==> src/rtl/dmem_arbiter.sv <==
// dmem_arbiter: round-robin arbiter and sequencer for the shared data-memory
// port. Two requesters (0 = CPU load/store, 1 = DMA/loader) share one
// synchronous memory with a fixed read latency of RD_LAT cycles. One
// transaction is in flight at a time; completion is a one-cycle ack.
module dmem_arbiter #(
    parameter int RD_LAT = 1
) (
    input  logic        clk,
    input  logic        reset,
    input  logic        m0_req,
    input  logic        m0_we,
    input  logic [31:0] m0_addr,
    input  logic [31:0] m0_wdata,
    input  logic [3:0]  m0_be,
    output logic        m0_ack,
    output logic [31:0] m0_rdata,
    input  logic        m1_req,
    input  logic        m1_we,
    input  logic [31:0] m1_addr,
    input  logic [31:0] m1_wdata,
    input  logic [3:0]  m1_be,
    output logic        m1_ack,
    output logic [31:0] m1_rdata,
    output logic [31:0] mem_addr,
    output logic        mem_write,
    output logic        mem_read,
    output logic [31:0] mem_wdata,
    output logic [3:0]  mem_be,
    input  logic [31:0] mem_rdata,
    output logic        busy,
    output logic        owner
);

    typedef enum logic [1:0] {
        ST_IDLE = 2'd0,
        ST_ADDR = 2'd1,
        ST_WAIT = 2'd2,
        ST_RESP = 2'd3
    } state_t;

    state_t      state_r;
    state_t      state_s;
    logic        grant_s;
    logic        winner_s;
    logic        owner_r;
    logic        last_owner_r;
    logic        we_r;
    logic [31:0] addr_r;
    logic [31:0] wdata_r;
    logic [3:0]  be_r;
    logic [2:0]  cnt_r;
    logic [31:0] rdata_r;

    // Next-state logic and round-robin winner selection.
    always_comb begin
        state_s  = state_r;
        grant_s  = 1'b0;
        winner_s = 1'b0;
        case (state_r)
            ST_IDLE: begin
                if (m0_req || m1_req) begin
                    grant_s = 1'b1;
                    // On a tie the requester that did not win last time goes first.
                    if (m0_req && m1_req) begin
                        winner_s = ~last_owner_r;
                    end else begin
                        winner_s = m1_req;
                    end
                    state_s = ST_ADDR;
                end else begin
                    state_s = ST_IDLE;
                end
            end
            ST_ADDR: begin
                if (we_r) begin
                    state_s = ST_RESP;
                end else begin
                    state_s = ST_WAIT;
                end
            end
            ST_WAIT: begin
                // Counter reaching 1 marks the cycle the memory presents data.
                if (cnt_r <= 3'd1) begin
                    state_s = ST_RESP;
                end else begin
                    state_s = ST_WAIT;
                end
            end
            ST_RESP: begin
                state_s = ST_IDLE;
            end
            default: begin
                state_s = ST_IDLE;
            end
        endcase
    end

    // State, grant bookkeeping, latched transaction, latency counter and read data.
    always_ff @(posedge clk) begin
        if (!reset) begin
            state_r      <= ST_IDLE;
            owner_r      <= 1'b0;
            last_owner_r <= 1'b1;
            we_r         <= 1'b0;
            addr_r       <= 32'h0000_0000;
            wdata_r      <= 32'h0000_0000;
            be_r         <= 4'h0;
            cnt_r        <= 3'd0;
            rdata_r      <= 32'h0000_0000;
        end else begin
            state_r <= state_s;
            if (grant_s) begin
                owner_r      <= winner_s;
                last_owner_r <= winner_s;
                we_r         <= winner_s ? m1_we    : m0_we;
                addr_r       <= winner_s ? m1_addr  : m0_addr;
                wdata_r      <= winner_s ? m1_wdata : m0_wdata;
                be_r         <= winner_s ? m1_be    : m0_be;
            end
            if (state_r == ST_ADDR && !we_r) begin
                cnt_r <= 3'(RD_LAT);
            end else if (state_r == ST_WAIT) begin
                cnt_r <= cnt_r - 3'd1;
            end
            if (state_r == ST_WAIT && cnt_r <= 3'd1) begin
                rdata_r <= mem_rdata;
            end
        end
    end

    // Memory port is only driven during the single ADDR cycle; zero otherwise.
    assign mem_addr  = (state_r == ST_ADDR) ? addr_r  : 32'h0000_0000;
    assign mem_wdata = (state_r == ST_ADDR) ? wdata_r : 32'h0000_0000;
    assign mem_be    = (state_r == ST_ADDR) ? be_r    : 4'h0;
    assign mem_write = (state_r == ST_ADDR) &&  we_r;
    assign mem_read  = (state_r == ST_ADDR) && !we_r;

    assign m0_ack   = (state_r == ST_RESP) && !owner_r;
    assign m1_ack   = (state_r == ST_RESP) &&  owner_r;
    assign m0_rdata = rdata_r;
    assign m1_rdata = rdata_r;
    assign busy     = (state_r != ST_IDLE);
    assign owner    = owner_r;

endmodule

==> config.mk <==
export PLATFORM = sky130hd
export DESIGN_NAME = dmem_arbiter
export DESIGN_NICKNAME = d
export VERILOG_FILES = /design/src/rtl/dmem_arbiter.sv
export SDC_FILE = /design/constraint.sdc
export NUM_CORES = 1
export LEC_CHECK = 0
export CAP_MARGIN = 20
export CELL_PAD_IN_SITES_DETAIL_PLACEMENT = 1
export CELL_PAD_IN_SITES_GLOBAL_PLACEMENT = 1
export CORE_ASPECT_RATIO = 1.5
export CORE_MARGIN = 5
export CORE_UTILIZATION = 28
export DETAILED_ROUTE_END_ITERATION = 8
export GPL_TIMING_DRIVEN = 1
export PLACE_DENSITY = 0.88
export SLEW_MARGIN = 15
export SYNTH_ARGS = -nofsm -noshare
export SYNTH_HDL_FRONTEND = slang
export SYNTH_SLANG_ARGS = --single-unit
==> constraint.sdc <==
create_clock -name clk -period 1.65 [get_ports clk]
set_input_delay 0.33 -clock clk [delete_from_list [all_inputs] [get_ports clk]]
set_output_delay 0.33 -clock clk [all_outputs]
set_load 0.01 [all_outputs]
==> results of run 1 <==
## layout make-up
class                   instances  area (sq um)
diodes                          1         2.502
clock inverters                 6         45.04
multi-input cells             400          3132
clock buffers                  10         239.0
inverters                      76         287.8
repair buffers                380          3985
flip-flops and latches        108          2171
fillers                      2351         10870
well taps                     268         335.3
## metrics by stage
stage | setup slack, ps | cells | util, % | cell area, sq um
global placement | -203.8 | 1197 | 43.91 | 9250
floorplan | 101.2 | 687 | - | 5971
detailed placement | -234.5 | 1197 | 43.91 | 9250
global route | -392.5 | 1249 | 48.41 | 10200
finish | -331.6 | 1249 | 48.41 | 10200
CTS | -529.5 | 1235 | 46.25 | 9743
## what timing repair did
action	CTS	global route
hold buffers	0	0
cloned	5	3
resized for setup	303	142
setup endpoints to repair	133	125
buffers inserted	18	18
pin swaps	8	13
## worst register-to-register path: cells and delay by family, from the launching register on
kind / cells / cell delay (ps)
compound gates: 1 / 260
simple gates: 1 / 120
buf+inv: 5 / 640
flops: 1 / 360
fa+ha+maj: 1 / 160
## how the worst max path moves through the flow
stage / endpoint / depth (start not counted)
4_1_cts: mem_wdata[13] / 5
3_5_place_dp: mem_addr[4] / 5
2_1_floorplan: mem_be[0] / 5
6_report: mem_addr[5] / 8
5_1_grt: mem_addr[5] / 8
3_3_place_gp: mem_addr[23] / 5
## cell families (layout without fill, tap and decap cells)
| group | after synthesis | in the layout | share of synthesized area [%] |
|---|---|---|---|
| DFF | 108 | 108 | 36.21 |
| adders and majority gates | 5 | 5 | 1.048 |
| AOI/OAI and AO/OA | 176 | 176 | 28.02 |
| and+or+nand+nor | 217 | 217 | 19.95 |
| buffers and inverters | 179 | 472 | 14.48 |
| other | 0 | 1 | 0 |
| xor gates and xnor gates | 2 | 2 | 0.2934 |
## report_power, final
group	switching, uW	leakage (uW)	internal, uW
sequential	336	0.000893	3110
clock	1100	0.000144	1080
combinational	2230	0.00349	2700
total	3670	0.00453	6900
## sequential cells by signal, summed over array words and instances (netlist names)
name and flops:
state_r 2, wdata_r 32, owner 1, be_r 4, last_owner_r 1, m0_rdata 32, cnt_r 3, addr_r 32
we_r 1
## Yosys cell counts, drive strengths merged
cell       n  area share, %
o2111ai   69             10
xor2       1           0.15
nor2       2           0.13
xnor2      1           0.15
clkbuf    39            2.5
buf       64            7.3
ha         5            1.0
nand2     69            4.3
nand3      2           0.25
or3b       1           0.15
and2      71            7.4
o21ai      2           0.36
a211oi     1           0.13
nor2b      1           0.10
inv       76            4.8
nand2b    70            7.3
dfxtp    108             36
o2111a    69             13
a21boi    35            4.4
nor3b      1           0.21
## routing by layer
layer,up-vias,share of wire [%]
li1,2946,-
met1,3095,37
met2,222,55
met3,41,5.2
met4,0,2.7
met5,-,0
==> flow_summary_export.csv, run 1 <==
group,metric,value,unit
cts,cts-root-buf,"clkbuf_16",
floorplan,die_area,24400,sq um
floorplan,rows,65,
drt,dr.pass1.iters,4,
logic_synthesis,ys_seq_elements,108,
setup_path,critPathLaunch,"state_r[1]$_SDFF_PN0_",
drt,drc,0,
setup_path,cp_cell_sequence,"inv_2 -> ha_4 -> buf_6 -> buf_6 -> buf_6 -> buf_6 -> and2_4 -> buf_6",
setup_path,critPathBufInv,6,
sta,grt_setup_unrepaired,"yes",
sta,finClkSkew,10.58,ps
worst_hold_path,min_path_cells,2,
setup_path,critPathLaunchType,"flop",
placed_design,gp_congestion,0.8211,
global_routing,gr-usage-met1,21.62,%
global_routing,met3_usage,3.772,%
setup_path,path_delay_family,"buffers and inverters",
sta,relSlewSlack,76.81,%
setup_path,rrSetupSlack,20,ps
global_routing,grt_max_degree,56,
setup_path,required,1320,ps
global_routing,grt_usage,19.93,%
cts,clk_latency,350,ps
setup_path,ff2ff_path_depth,8,
sta,hold_viol,0,
floorplan,io_pins,312,
logic_synthesis,ys_seq_area_share,36.21,%
logic_synthesis,ys_warn_count,0,
cts,cts_buffer_depth,2,
worst_hold_path,holdPathEnd,"m0_rdata[17]$_SDFFE_PN0P_",
setup_path,crit_top_cell,"buf_6",
floorplan,coreArea,21060,sq um
drt,drtIter0Drc,344,
sta,worst_slew_pin_slew,347.8,ps
setup_path,worstPathArrival,1650,ps
layout,area_delta_synth_final,70.79,%
cts,cts.sinks,108,
drt,wl,26220,microns
logic_synthesis,syn_nets,866,
logic_synthesis,ys_types,27,
setup_path,rr_endpoint,"wdata_r[1]$_SDFFE_PN0P_",
sta,holdWs,374.9,ps
layout,layout_common_cells,"clkdlybuf4s50_1, dfxtp_1, inv_1",
outcome,status,"complete, but fails checks",
power,powerDensity,1036,nW/um^2
worst_hold_path,holdCritStartpoint,"reset",
setup_path,cp-end-kind,"output pin",
cts,cts_tree,"yes",
sta,max_freq,504.6,MHz
worst_hold_path,hold_path.class,"primary input to flop",
floorplan,start_util,28.35,%
drt,ant_nets,0,
floorplan,dieHeight,188.8,microns
global_routing,grt_overflow,0,
placed_design,numPortBuffers,311,
run,drv_cap,0,
setup_path,crit-reg2reg-launch,"state_r[0]$_SDFF_PN0_",
placed_design,dpl.hpwl,17630,microns
setup_path,criticalPathCategory,"flop to output pin",
global_routing,grt_pass1_wl,38220,microns
drt,vias,6304,
logic_synthesis,syn_avg_cell_area,8.691,sq um
sta,period_minus_slack,1982,ps
global_routing,grt_pass1_vias,6708,
setup_path,path_max_fanout,4,
sta,slew_viol_final,0,
cts,cts_max_level,3,
floorplan,die_x,129.2,microns
power,peakVddDrop,0.8057,mV
layout,fin_nets,1154,
layout,final_common_cell,"clkdlybuf4s50_1",
layout,drive_gt1_share,22.76,%
power,fin_total_pwr,10570,uW
logic_synthesis,syn_area,5971,sq um
outcome,violations,"setup timing",
setup_path,slowest_delay,340,ps
global_routing,grt_busiest_layer,"met2",
sta,post-route-period-util,120.1,%
cts,clkTransAtPathRegs,80,ps
drt,wl_per_cell,20.99,microns
global_routing,antenna_found_initial,1,
power,leakage,0.004528,uW
global_routing,use_met2,37.88,%
setup_path,critical-path-slowest-cell,"dfxtp_2",
sta,worst_slack,-331.6,ps
sta,setup_viol,69,
sta,fin_tns_setup,-14470,ps
cts,numCtsBuffers,9,
logic_synthesis,synthCells,687,
drt,vias_per_cell,5.047,
Note: power is estimated with default switching activity, not from simulation.
==> run 2, diff against run 1 <==
--- a/config.mk
+++ b/config.mk
@@ -8,10 +8,11 @@
 export CAP_MARGIN = 20
 export CELL_PAD_IN_SITES_DETAIL_PLACEMENT = 1
 export CELL_PAD_IN_SITES_GLOBAL_PLACEMENT = 1
-export CORE_ASPECT_RATIO = 1.5
-export CORE_MARGIN = 5
+export CORE_ASPECT_RATIO = 0.6
+export CORE_MARGIN = 1.5
 export CORE_UTILIZATION = 28
 export DETAILED_ROUTE_END_ITERATION = 8
+export GPL_ROUTABILITY_DRIVEN = 0
 export GPL_TIMING_DRIVEN = 1
 export PLACE_DENSITY = 0.88
 export SLEW_MARGIN = 15
==> flow_summary_export.csv, run 2 (synthesized netlist as in run 1, its figures left out) <==
group,metric,value,unit
layout,area_delta_synth_final,85.79,%
run,drv_cap,0,
outcome,status,"complete, but fails checks",
power,switching_power,4241,uW
cts,cts-root-buf,"clkbuf_16",
floorplan,die_area,22240,sq um
power,combPwrFrac,51.9,%
power,seq_power_share,29.4,%
placed_design,numPortBuffers,311,
cts,cts_max_level,3,
power,leakage,0.005167,uW
drt,wl,29670,microns
setup_path,critPathLaunch,"state_r[1]$_SDFF_PN0_",
sta,relSlewSlack,73.17,%
cts,clk_latency,360,ps
worst_hold_path,hold_path.class,"primary input to flop",
setup_path,path_delay_family,"buffers and inverters",
power,internal-power,7652,uW
sta,grt_setup_unrepaired,"yes",
setup_path,cp_cell_sequence,"inv_2 -> ha_4 -> buf_12 -> buf_12 -> and2_4 -> buf_6",
cts,clkTransAtPathRegs,80,ps
setup_path,worstPathArrival,1550,ps
sta,worst_slack,-225.1,ps
cts,cts_tree,"yes",
setup_path,endpoint,"mem_wdata[29]",
drt,drc,0,
setup_path,rrSetupSlack,-160,ps
sta,slew_viol_final,0,
layout,fin_area,11090,sq um
floorplan,coreArea,20980,sq um
global_routing,grt_overflow,0,
sta,fin_tns_setup,-19330,ps
sta,max_freq,533.3,MHz
global_routing,grt_max_degree,61,
placed_design,dpl.hpwl,16300,microns
drt,vias,6549,
setup_path,rr_endpoint,"wdata_r[14]$_SDFFE_PN0P_",
worst_hold_path,holdCritStartpoint,"reset",
setup_path,critPathBufInv,4,
layout,fin_nets,1169,
sta,finClkSkew,8.963,ps
drt,vias_per_cell,5.132,
layout,drive_gt1_share,29.85,%
global_routing,antenna_found_initial,2,
floorplan,die_x,191.5,microns
floorplan,dieHeight,116.1,microns
setup_path,critical-path-slowest-cell,"dfxtp_2",
floorplan,io_pins,312,
placed_design,preCtsSetupSlack,-208.7,ps
cts,cts.sinks,108,
setup_path,ff2ff_path_depth,10,
placed_design,dpl_cell_area,9254,sq um
outcome,violations,"setup timing",
setup_path,path_max_fanout,7,
sta,setup_viol,170,
setup_path,criticalPathCategory,"flop to output pin",
global_routing,grt_pass1_wl,36780,microns
setup_path,cp-end-kind,"output pin",
sta,post-route-period-util,113.6,%
setup_path,crit_top_cell,"buf_12",
layout,layout_common_cells,"clkdlybuf4s50_1, dfxtp_1, inv_1",
power,p_sw_share,35.66,%
setup_path,critPathLaunchType,"flop",
power,power.share.clock,18.8,%
setup_path,required,1320,ps
floorplan,rows,41,
global_routing,grt_pass1_vias,6375,
drt,wl_per_cell,23.25,microns
sta,hold_viol,0,
setup_path,crit-reg2reg-launch,"state_r[0]$_SDFF_PN0_",
global_routing,grt_usage,21.80,%
layout,fin_cells,1276,
sta,period_minus_slack,1875,ps
drt,dr.pass1.iters,4,
cts,numCtsBuffers,9,
cts,cts_buffer_depth,2,
drt,ant_nets,0,
floorplan,start_util,28.46,%
drt,drtIter0Drc,275,
power,peakVddDrop,0.5315,mV
power,powerDensity,1072,nW/um^2
sta,worst_slew_pin_slew,402.5,ps
layout,final_util,52.87,%
setup_path,crit_cells,6,
setup_path,slowest_delay,330,ps
layout,final_common_cell,"clkdlybuf4s50_1",
placed_design,placed_cells,1205,
run 2: what timing repair did:
item | in CTS | in global routing
cloned | 8 | 26
pin swaps | 35 | 36
gates resized for setup | 424 | 154
hold buffers | 0 | 0
endpoints found under the hold margin | 0 | 0
setup endpoints to repair | 95 | 214
setup buffers | 5 | 17
run 2: final cells by class:
class | instances | area, sq um
Tap cell | 279 | 349.1
Fill cell | 2259 | 9888
Clock buffer | 11 | 252.7
Inverter | 76 | 287.8
Multi-Input combinational cell | 401 | 3431
Timing Repair Buffer | 394 | 4548
Antenna cell | 2 | 5.005
Clock inverter | 5 | 42.54
Sequential cell | 108 | 2177
run 2: power by group through the flow:
stage / logic, uW / registers [uW] / clock network [uW]
floorplan: 2170 / 3370 / 0
global placement: 3870 / 3470 / 0
detailed placement: 4010 / 3490 / 0
CTS: 4580 / 3450 / 2310
global route: 6510 / 3540 / 2400
finish: 6170 / 3490 / 2230
run 2: worst min-delay path by stage:
stage | cells after the start | end | slack [ps]
after floorplan | 2 | m0_rdata[10]$_SDFFE_PN0P_ | 460
after global routing | 2 | last_owner_r$_SDFFE_PN1P_ | 340
final | 2 | last_owner_r$_SDFFE_PN1P_ | 350
after global placement | 2 | m0_rdata[27]$_SDFFE_PN0P_ | 460
after detailed placement | 2 | m0_rdata[11]$_SDFFE_PN0P_ | 470
after CTS | 2 | last_owner_r$_SDFFE_PN1P_ | 340
run 2: worst reg2reg max path, delay by kind of cell (launching register included):
kind                     cells  cell delay, ps
adder cells (fa/ha/maj)      1             140
AND/OR/NAND/NOR              1             120
flip-flops                   1             370
buffers and inverters        7             840
AO/OA/AOI/OAI                1             230
run 2: metal layers:
layer  global-route usage, %  wire length [microns]  up-vias
met4                   8.229                    702        0
met5                       0                      0        -
met1                   27.31                  12570     3240
li1                        -                      -     3000
met2                   35.22                  14220      263
met3                   7.001                   2184       46
run 2: metrics by stage:
stage,total power [uW],hold WS [ps]
floorplan,5544,464.9
finish,11890,353.9
detailed placement,7492,465.5
global placement,7340,458.0
CTS,10340,337.7
global route,12450,345.0
==> run 3, diff against run 2 <==
--- a/config.mk
+++ b/config.mk
@@ -15,6 +15,7 @@
 export GPL_ROUTABILITY_DRIVEN = 0
 export GPL_TIMING_DRIVEN = 1
 export PLACE_DENSITY = 0.88
+export RECOVER_POWER = 100
 export SLEW_MARGIN = 15
 export SYNTH_ARGS = -nofsm -noshare
 export SYNTH_HDL_FRONTEND = slang
==> flow_summary_export.csv, run 3 (synthesized netlist as in run 1, its figures left out) <==
group,metric,value,unit
outcome,status,"complete, but fails checks",
outcome,violations,"setup timing",
worst_hold_path,holdCritStartpoint,"reset",
placed_design,numPortBuffers,311,
drt,vias_per_cell,5.142,
power,combPwrFrac,51.7,%
sta,worst_slack,-231.0,ps
sta,setup_viol,170,
power,internal-power,7636,uW
power,leakage,0.004551,uW
sta,grt_setup_unrepaired,"yes",
global_routing,grt_pass1_vias,6375,
layout,area_delta_synth_final,84.07,%
setup_path,rrSetupSlack,-160,ps
power,seq_power_share,29.4,%
cts,clkTransAtPathRegs,80,ps
setup_path,critical-path-slowest-cell,"dfxtp_2",
setup_path,critPathLaunchType,"flop",
drt,dr.pass1.iters,5,
global_routing,grt_overflow,0,
drt,vias,6561,
global_routing,antenna_found_initial,2,
sta,finClkSkew,7.742,ps
setup_path,crit-reg2reg-launch,"state_r[0]$_SDFF_PN0_",
cts,cts_buffer_depth,2,
floorplan,die_area,22240,sq um
run,drv_cap,0,
global_routing,grt_pass1_wl,36780,microns
setup_path,criticalPathCategory,"flop to output pin",
setup_path,required,1320,ps
cts,numCtsBuffers,9,
placed_design,dpl.hpwl,16300,microns
setup_path,cp_cell_sequence,"inv_2 -> ha_4 -> buf_12 -> buf_12 -> and2_4 -> buf_6",
layout,final_common_cell,"clkdlybuf4s50_1",
sta,holdWs,348.9,ps
sta,worst_slew_pin_slew,405.7,ps
power,power.share.clock,18.8,%
worst_hold_path,min_path_cells,2,
sta,period_minus_slack,1881,ps
placed_design,placed_cells,1205,
power,p_sw_share,35.72,%
sta,hold_viol,0,
power,switching_power,4243,uW
drt,ant_nets,0,
global_routing,gr-usage-met1,27.31,%
global_routing,use_met2,35.22,%
floorplan,coreArea,20980,sq um
sta,slew_viol_final,0,
power,powerDensity,1081,nW/um^2
floorplan,start_util,28.46,%
floorplan,rows,41,
worst_hold_path,holdPathEnd,"last_owner_r$_SDFFE_PN1P_",
cts,cts.sinks,108,
power,peakVddDrop,0.5337,mV
cts,cts_tree,"yes",
setup_path,crit_top_cell,"buf_12",
setup_path,path_delay_family,"buffers and inverters",
drt,drtIter0Drc,235,
setup_path,path_max_fanout,7,
floorplan,io_pins,312,
drt,drc,0,
placed_design,preCtsSetupSlack,-208.7,ps
setup_path,rr_endpoint,"wdata_r[16]$_SDFFE_PN0P_",
cts,cts-root-buf,"clkbuf_16",
layout,drive_gt1_share,29.75,%
sta,relSlewSlack,72.95,%
floorplan,dieHeight,116.1,microns
cts,cts_max_level,3,
sta,max_freq,531.6,MHz
setup_path,slowest_delay,330,ps
global_routing,met3_usage,7.001,%
layout,fin_nets,1169,
drt,wl_per_cell,23.25,microns
global_routing,grt_max_degree,61,
setup_path,worstPathArrival,1550,ps
global_routing,grt_usage,21.80,%
setup_path,critPathBufInv,4,
setup_path,cp-end-kind,"output pin",
sta,post-route-period-util,114.0,%
drt,wl,29670,microns
global_routing,grt_busiest_layer,"met2",
setup_path,ff2ff_path_depth,10,
sta,fin_tns_setup,-19420,ps
cts,clk_latency,360,ps
layout,layout_common_cells,"clkdlybuf4s50_1, dfxtp_1, inv_1",
layout,final_util,52.38,%
layout,fin_cells,1276,
worst_hold_path,hold_path.class,"primary input to flop",
floorplan,die_x,191.5,microns
## run 3: changes by cell type in the layout (fill, tap and decap cells not counted), sizes merged
| cell | delta |
|---|---|
| buf | +1 |
| clkbuf | +2 |
| dlymetal6s2s | -33 |
| clkdlybuf4s25 | +30 |
## run 3: how the worst max path moves through the flow
stage | startpoint | endpoint | depth (start not counted)
5_1_grt | state_r[1]$_SDFF_PN0_ | mem_wdata[29] | 6
2_1_floorplan | state_r[1]$_SDFF_PN0_ | mem_be[0] | 5
3_5_place_dp | state_r[1]$_SDFF_PN0_ | mem_addr[21] | 5
3_3_place_gp | state_r[1]$_SDFF_PN0_ | mem_addr[27] | 5
4_1_cts | state_r[1]$_SDFF_PN0_ | mem_wdata[7] | 6
6_report | state_r[1]$_SDFF_PN0_ | mem_wdata[29] | 6
## run 3: worst reg2reg max path: stages, from the launching register on
cell	delay, ps
dfxtp_4	370
buf_6	110
buf_6	110
inv_4	60
ha_4	140
buf_12	130
nand3_4	120
buf_6	160
buf_12	130
buf_8	140
o2111a_1	230
## run 3: per-layer routing
layer  wire [microns]  vias to the layer above
met5                0                        -
met2            14200                      280
met1            12450                     3237
met3             2284                       46
met4              731                        0
li1                 -                     2998
## run 3: what timing repair did
| action | CTS | global route |
|---|---|---|
| hold buffers | 0 | 0 |
| gates cloned | 8 | 26 |
| endpoints found under the hold margin | 0 | 0 |
| gates resized for setup | 424 | 154 |
| setup buffers | 5 | 17 |
| setup endpoints to repair | 95 | 214 |
| pin swaps | 35 | 36 |
## run 3: metrics by stage
stage / power [uW] / instance area [sq um]
finish: 11880 / 10990
global route: 12440 / 10990
CTS: 10340 / 9864
detailed placement: 7492 / 9254
global placement: 7340 / 9254
floorplan: 5544 / 5971
## run 3: area by class of cell
type	instances	area, sq um
Inverter	76	287.8
Clock buffer	11	252.7
Clock inverter	5	42.54
Antenna cell	2	5.005
Fill cell	2274	9991
Timing Repair Buffer	394	4447
Sequential cell	108	2176
Tap cell	279	349.1
Multi-Input combinational cell	401	3431
## run 3: power groups by stage
| stage | combinational, uW | sequential, uW | clock [uW] |
|---|---|---|---|
| 2_1_floorplan | 2170 | 3370 | 0 |
| 3_3_place_gp | 3870 | 3470 | 0 |
| 3_5_place_dp | 4010 | 3490 | 0 |
| 4_1_cts | 4580 | 3450 | 2310 |
| 5_1_grt | 6500 | 3540 | 2400 |
| 6_report | 6150 | 3500 | 2240 |
